==> src/rtl/multicycle_control_fsm_if.sv <==
// multicycle_control_fsm_if: instruction in, datapath controls and debug state out of the control unit
interface multicycle_control_fsm_if #(parameter int IW = 16);
  logic [IW-1:0] instruction;
  logic PCWrite, PCWriteCond, IorD, MemRead, MemWrite, IRWrite, ALUSrcA, RegWrite;
  logic [1:0] ALUSrcB, PCSrc, MemToReg;
  logic [2:0] ALUop;
  logic [3:0] state;
  modport master (
    input instruction,
    output PCWrite, PCWriteCond, IorD, MemRead, MemWrite, IRWrite, ALUSrcA,
      ALUSrcB, ALUop, PCSrc, MemToReg, RegWrite, state
  );
  modport slave (
    output instruction,
    input PCWrite, PCWriteCond, IorD, MemRead, MemWrite, IRWrite, ALUSrcA,
      ALUSrcB, ALUop, PCSrc, MemToReg, RegWrite, state
  );
endinterface

==> src/rtl/multicycle_control_fsm.sv <==
// multicycle_control_fsm: Moore control unit sequencing the 16-bit multi-cycle datapath
// clk, rst (async, active-high); m.instruction in; all datapath enables/selects and m.state out
module multicycle_control_fsm #(
  parameter int IW = 16,
  parameter logic [2:0] ALU_ADD = 3'b000,
  parameter logic [2:0] ALU_SUB = 3'b001
) (
  input logic clk,
  input logic rst,
  multicycle_control_fsm_if.master m
);
  localparam logic [3:0] S_IF = 4'd0, S_ID = 4'd1, S_LDM = 4'd2, S_LDWB = 4'd3,
    S_STM = 4'd4, S_JMP = 4'd5, S_BRZ = 4'd6, S_REX = 4'd7, S_RWB = 4'd8,
    S_IEX = 4'd9, S_IWB = 4'd10;
  logic [3:0] st, nx, op;
  assign op = m.instruction[IW-1:IW-4];
  assign m.state = st;
  always_ff @(posedge clk or posedge rst)
    if (rst) st <= S_IF;
    else st <= nx;
  always_comb begin
    nx = S_IF;
    case (st)
      S_IF: nx = S_ID;
      S_ID:
        case (op)
          4'b0000: nx = S_LDM;
          4'b0001: nx = S_STM;
          4'b0010: nx = S_JMP;
          4'b0100: nx = S_BRZ;
          4'b1000: nx = S_REX;
          4'b1100, 4'b1101, 4'b1110, 4'b1111: nx = S_IEX;
          default: nx = S_IF;
        endcase
      S_LDM: nx = S_LDWB;
      S_REX: nx = S_RWB;
      S_IEX: nx = S_IWB;
      default: nx = S_IF;
    endcase
  end
  // Outputs are forced low while rst is high even though st already reads S_IF
  always_comb begin
    m.PCWrite = 1'b0;
    m.PCWriteCond = 1'b0;
    m.IorD = 1'b0;
    m.MemRead = 1'b0;
    m.MemWrite = 1'b0;
    m.IRWrite = 1'b0;
    m.ALUSrcA = 1'b0;
    m.ALUSrcB = 2'b00;
    m.ALUop = ALU_ADD;
    m.PCSrc = 2'b00;
    m.MemToReg = 2'b00;
    m.RegWrite = 1'b0;
    if (!rst)
      case (st)
        S_IF: begin
          m.MemRead = 1'b1;
          m.IRWrite = 1'b1;
          m.ALUSrcB = 2'b01;
          m.ALUop = ALU_ADD;
          m.PCWrite = 1'b1;
        end
        S_LDM: begin
          m.MemRead = 1'b1;
          m.IorD = 1'b1;
        end
        S_LDWB: begin
          m.RegWrite = 1'b1;
          m.MemToReg = 2'b01;
        end
        S_STM: begin
          m.MemWrite = 1'b1;
          m.IorD = 1'b1;
        end
        S_JMP: begin
          m.PCWrite = 1'b1;
          m.PCSrc = 2'b10;
        end
        S_BRZ: begin
          m.ALUSrcA = 1'b1;
          m.ALUop = ALU_SUB;
          m.PCWriteCond = 1'b1;
          m.PCSrc = 2'b10;
        end
        S_REX: begin
          m.ALUSrcA = 1'b1;
          m.ALUop = m.instruction[2:0];
        end
        S_RWB: begin
          m.RegWrite = 1'b1;
          m.ALUop = m.instruction[2:0];
        end
        S_IEX: begin
          m.ALUSrcA = 1'b1;
          m.ALUSrcB = 2'b10;
          m.ALUop = {1'b0, op[1:0]};
        end
        S_IWB: begin
          m.RegWrite = 1'b1;
          m.ALUop = {1'b0, op[1:0]};
        end
        default: ;
      endcase
  end
  always_comb begin
    assert (!(m.PCWrite && m.PCWriteCond));
    assert (!(m.MemRead && m.MemWrite));
  end
endmodule

==> src/flat_wrapper.sv <==
// flat-port wrapper written by rule: the top's interface ports become plain ports
module multicycle_control_fsm_flat 
#(
  parameter int IW = 16,
  parameter logic [2:0] ALU_ADD = 3'b000,
  parameter logic [2:0] ALU_SUB = 3'b001
)
  (clk, rst, m_instruction, m_PCWrite, m_PCWriteCond, m_IorD, m_MemRead, m_MemWrite, m_IRWrite, m_ALUSrcA, m_ALUSrcB, m_ALUop, m_PCSrc, m_MemToReg, m_RegWrite, m_state);
  multicycle_control_fsm_if #(.IW(IW)) m_i ();
  input logic clk;
  input logic rst;
  input wire logic [$bits(m_i.instruction)-1:0] m_instruction;
  output wire logic [$bits(m_i.PCWrite)-1:0] m_PCWrite;
  output wire logic [$bits(m_i.PCWriteCond)-1:0] m_PCWriteCond;
  output wire logic [$bits(m_i.IorD)-1:0] m_IorD;
  output wire logic [$bits(m_i.MemRead)-1:0] m_MemRead;
  output wire logic [$bits(m_i.MemWrite)-1:0] m_MemWrite;
  output wire logic [$bits(m_i.IRWrite)-1:0] m_IRWrite;
  output wire logic [$bits(m_i.ALUSrcA)-1:0] m_ALUSrcA;
  output wire logic [$bits(m_i.ALUSrcB)-1:0] m_ALUSrcB;
  output wire logic [$bits(m_i.ALUop)-1:0] m_ALUop;
  output wire logic [$bits(m_i.PCSrc)-1:0] m_PCSrc;
  output wire logic [$bits(m_i.MemToReg)-1:0] m_MemToReg;
  output wire logic [$bits(m_i.RegWrite)-1:0] m_RegWrite;
  output wire logic [$bits(m_i.state)-1:0] m_state;
  assign m_i.instruction = m_instruction;
  assign m_PCWrite = m_i.PCWrite;
  assign m_PCWriteCond = m_i.PCWriteCond;
  assign m_IorD = m_i.IorD;
  assign m_MemRead = m_i.MemRead;
  assign m_MemWrite = m_i.MemWrite;
  assign m_IRWrite = m_i.IRWrite;
  assign m_ALUSrcA = m_i.ALUSrcA;
  assign m_ALUSrcB = m_i.ALUSrcB;
  assign m_ALUop = m_i.ALUop;
  assign m_PCSrc = m_i.PCSrc;
  assign m_MemToReg = m_i.MemToReg;
  assign m_RegWrite = m_i.RegWrite;
  assign m_state = m_i.state;
  multicycle_control_fsm #(.IW(IW), .ALU_ADD(ALU_ADD), .ALU_SUB(ALU_SUB)) u_core (.clk(clk), .rst(rst), .m(m_i));
endmodule
==> config.mk <==
export PLATFORM = sky130hd
export DESIGN_NAME = multicycle_control_fsm_flat
export DESIGN_NICKNAME = d
export VERILOG_FILES = /design/src/rtl/multicycle_control_fsm_if.sv /design/src/rtl/multicycle_control_fsm.sv /design/src/flat_wrapper.sv
export SDC_FILE = /design/constraint.sdc
export NUM_CORES = 1
export LEC_CHECK = 0
export ABC_AREA = 0
export BUFFER_PORTS_ARGS = -buffer_cell sky130_fd_sc_hd__buf_2
export CORE_MARGIN = 2
export CORE_UTILIZATION = 38
export CTS_BUF_LIST = sky130_fd_sc_hd__clkbuf_4 sky130_fd_sc_hd__clkbuf_8
export DETAILED_ROUTE_END_ITERATION = 8
export GPL_TIMING_DRIVEN = 0
export PLACE_DENSITY = 0.78
export SYNTH_ARGS = -nofsm -noshare
export SYNTH_HDL_FRONTEND = slang
export SYNTH_SLANG_ARGS = --single-unit
export TNS_END_PERCENT = 5
==> constraint.sdc <==
create_clock -name clk -period 1.3 [get_ports clk]
set_clock_uncertainty 0.05 [all_clocks]
set_input_delay 0.26 -clock clk [delete_from_list [all_inputs] [get_ports clk]]
set_output_delay 0.26 -clock clk [all_outputs]
set_load 0.05 [all_outputs]
==> metrics.log <==
[metrics] post-detailed-routing wire length: 2193 um
[metrics] horizontal die dimension: 42.45 um
[metrics] count of placed standard cells in the final layout, fillers left out: 125
[metrics] number of remaining DRC errors: 0
[metrics] area added between synthesis and finish: 113.1%
[metrics] library cell with the largest summed area after synthesis: sky130_fd_sc_hd__dfrtp_1
[metrics] synthesized flop and latch total: 4
[metrics] Largest stage delay, worst path: 0.45 ns
[metrics] static leakage: 0.5189 nW
[metrics] final setup fails: 17
[metrics] DR vias: 711
[metrics] initial antenna violation count: 0
[metrics] flip-flop count of the largest register after layout: 4
[metrics] Commonest cells post-synth: 5 x sky130_fd_sc_hd__a21oi_1, 5 x sky130_fd_sc_hd__buf_2, 5 x sky130_fd_sc_hd__nand2_1
[metrics] startpoint type of the worst setup path: flop
[metrics] critical path fanouts, max: 7
[metrics] number of global-route vias before repair: 713
[metrics] Total Nets Final: 132
[metrics] critical path class: flop to output pin
[metrics] clock sinks: 4
[metrics] Placement Rows: 13
[metrics] max_cap viols: 0
[metrics] All-Layer GR Usage: 25.20%
[metrics] wire length per cell: 17.54 um
[metrics] dpl cells: 116
[metrics] cell depth of the worst flop-to-flop path: 3
[metrics] Core Util, Final: 89.77%
[metrics] maximum clock frequency: 529.6 MHz
[metrics] setup slack of the critical path after layout: -0.5881 ns
[metrics] ratio of total power to cell area: 2206 mW/mm2
[metrics] I/O pins: 39
[metrics] die outline area: 0.001802 mm2
[metrics] fraction of synthesized cell area taken by the top area cell type: 17.82%
[metrics] clock tree from TritonCTS: yes
[metrics] starting DRC count in detailed routing: 20
[metrics] Hold Path Class: input pin to async pin
[metrics] Final min period: 1.888 ns
[metrics] arrival time worst endpoint: 1.58 ns
[metrics] layout cell share with drive strength beyond 1: 70.91%
[metrics] top flip-flop cell by instance count after synthesis: sky130_fd_sc_hd__dfrtp_1
[metrics] starting density of the core: 42.12%
[metrics] crit share post-route: 145.2%
[metrics] Cell Chain, Critical Path: buf_4 -> nor4b_4 -> a31oi_2 -> nor3b_4 -> buf_6
[metrics] antenna diode instance count: 0
[metrics] top post-synthesis cells by area: sky130_fd_sc_hd__dfrtp_1 18%, sky130_fd_sc_hd__nor4b_1 6.2%, sky130_fd_sc_hd__xor2_1 4.7%
[metrics] violated checks: setup timing
[metrics] global-route wire length before repair: 3360 um
[metrics] post-detailed-placement half-perimeter wirelength: 1308 um
[metrics] Distinct cells, synth: 35
[metrics] worst path buffer plus inverter count: 2
[metrics] count of hold-fix buffers inserted at cts: 0
[metrics] Clock Pin Slew Worst Setup and Hold Paths: 0.05 ns
[metrics] CP Depth: 5
[metrics] mean number of vias per cell: 5.688
[metrics] share of flip-flops with an asynchronous set or reset after synthesis: 100.0%
[metrics] maximum number of pins on one net before global-route repair: 11
[metrics] deepest clock path buffer count: 2
[metrics] H-tree lvl count: 1
[metrics] height of the die: 42.45 um
[metrics] YS warnings: 0
[metrics] synthesized area divided by synthesized cell count: 7.592 um2
[metrics] Core ar.: 0.001334 mm2
[metrics] # port buffers: 26
[metrics] Num CTS Buffers: 3
[metrics] dominant delay contributor by cell family on the critical path: flip-flops
[metrics] CTS root buf: sky130_fd_sc_hd__clkbuf_4
[metrics] total congestion overflow after global routing: 0
[metrics] number of cells produced by synthesis: 74
[metrics] count of flip-flops with a built-in enable after synthesis: 0
[metrics] Worst-Skew Late Latency: 0.26 ns
[metrics] post-synthesis sequential area ratio: 17.82%
[metrics] run status: finished, violations left
[metrics] required time worst endpoint: 0.99 ns
[metrics] highest-delay cell along the critical path: sky130_fd_sc_hd__dfrtp_2
[metrics] kind of end point of the critical path: output pin
[metrics] global placement routability congestion: 0.7612
[metrics] remaining antenna violation count after routing: 0
[metrics] maximum vdd ir drop: 1.335 mV
[metrics] Pre-Repair DR Iteration Count: 4
[metrics] Max Slew Vio Count: 0
[metrics] netlist area before placement: 561.8 um2
[metrics] number of failing hold endpoints at the final stage: 0
[metrics] RSZ-0062 raised after global routing: true
[metrics] pre-CTS setup slack: -0.5928 ns
[stage by stage]
| stage | area (um2) | hold slack, ns | power, mW | TNS, ns |
|---|---|---|---|---|
| floorplan | 764.5 | 0.2895 | 1.647 | -9.334 |
| global placement | 913.4 | 0.3504 | 1.897 | -6.781 |
| detailed placement | 913.4 | 0.3611 | 1.921 | -7.108 |
| CTS | 1122 | 0.02708 | 2.417 | -6.889 |
| global route | 1197 | 0.05592 | 2.750 | -8.299 |
| finish | 1197 | 0.02196 | 2.642 | -7.422 |
[metal layers]
layer,vias to the layer above,share of wire (%),GRT usage [%]
met5,-,0,0
met4,0,2.0,11.88
met3,6,4.2,5.172
met2,24,49,44.62
met1,348,44,28.39
li1,333,-,-
[report_power, final]
group / internal [mW] / leakage, nW / switching [mW] / total, mW
logic: 0.902 / 0.459 / 1.30 / 2.21
registers: 0.179 / 0.0464 / 0.0839 / 0.263
clock network: 0.104 / 0.0138 / 0.0678 / 0.172
total: 1.19 / 0.519 / 1.46 / 2.64
[worst paths after layout]
kind	slack [ns]	end	start
worst max register to register	0	u_core.m.state[3]	u_core.m.state[1]
max in group asynchronous	0.92	u_core.m.state[2]	rst
worst max-delay path	-0.59	m_ALUop[2]	u_core.m.state[1]
min in group clk	0.39	u_core.m.state[2]	m_instruction[14]
worst min register to register	0.69	u_core.m.state[3]	u_core.m.state[2]
worst min-delay path	0.02	u_core.m.state[3]	rst
[cell families after synthesis]
logic type	Yosys count	share of synthesized area, %
buffers and inverters	14	13.36
AO/OA/AOI/OAI	15	17.15
multiplexers	3	5.568
adder cells (fa/ha/maj)	2	4.454
other	1	0.6675
flip-flops	4	17.82
AND/OR/NAND/NOR	32	36.30
XOR/XNOR	3	4.678
[area by class of cell]
| type | instances | area (um2) |
|---|---|---|
| buffer | 9 | 123.9 |
| clock buffer | 3 | 22.52 |
| fill | 49 | 136.4 |
| inverter | 4 | 15.01 |
| multi-input combinational | 57 | 630.6 |
| sequential | 4 | 105.1 |
| tap | 15 | 18.77 |
| timing repair buffer | 33 | 281.5 |
[layout by cell type, fill, tap and decap left out, drive strengths merged]
cell     instances
nor3b            2
and3             2
nand2b           1
o2111ai          1
o31ai            1
o22ai            1
nand3            1
and3b            1
nand2            5
nor2b            2
o21ai            3
ha               2
a21oi            5
a21o             1
conb             2
xor2             3
mux2i            2
nor4b            4
or3              1
or3b             2
nand3b           2
nor4             3
a31oi            1
buf             41
clkbuf           4
nor3             2
dfrtp            4
a211oi           1
nor2             4
mux2             1
a22oi            1
inv              4
[what timing repair did]
item	in CTS	in global routing
hold endpoints to repair	0	0
pin swaps	3	3
resized for setup	50	11
setup endpoints to repair	18	18
buffers inserted	3	4
(Power assumes the default switching activity.)
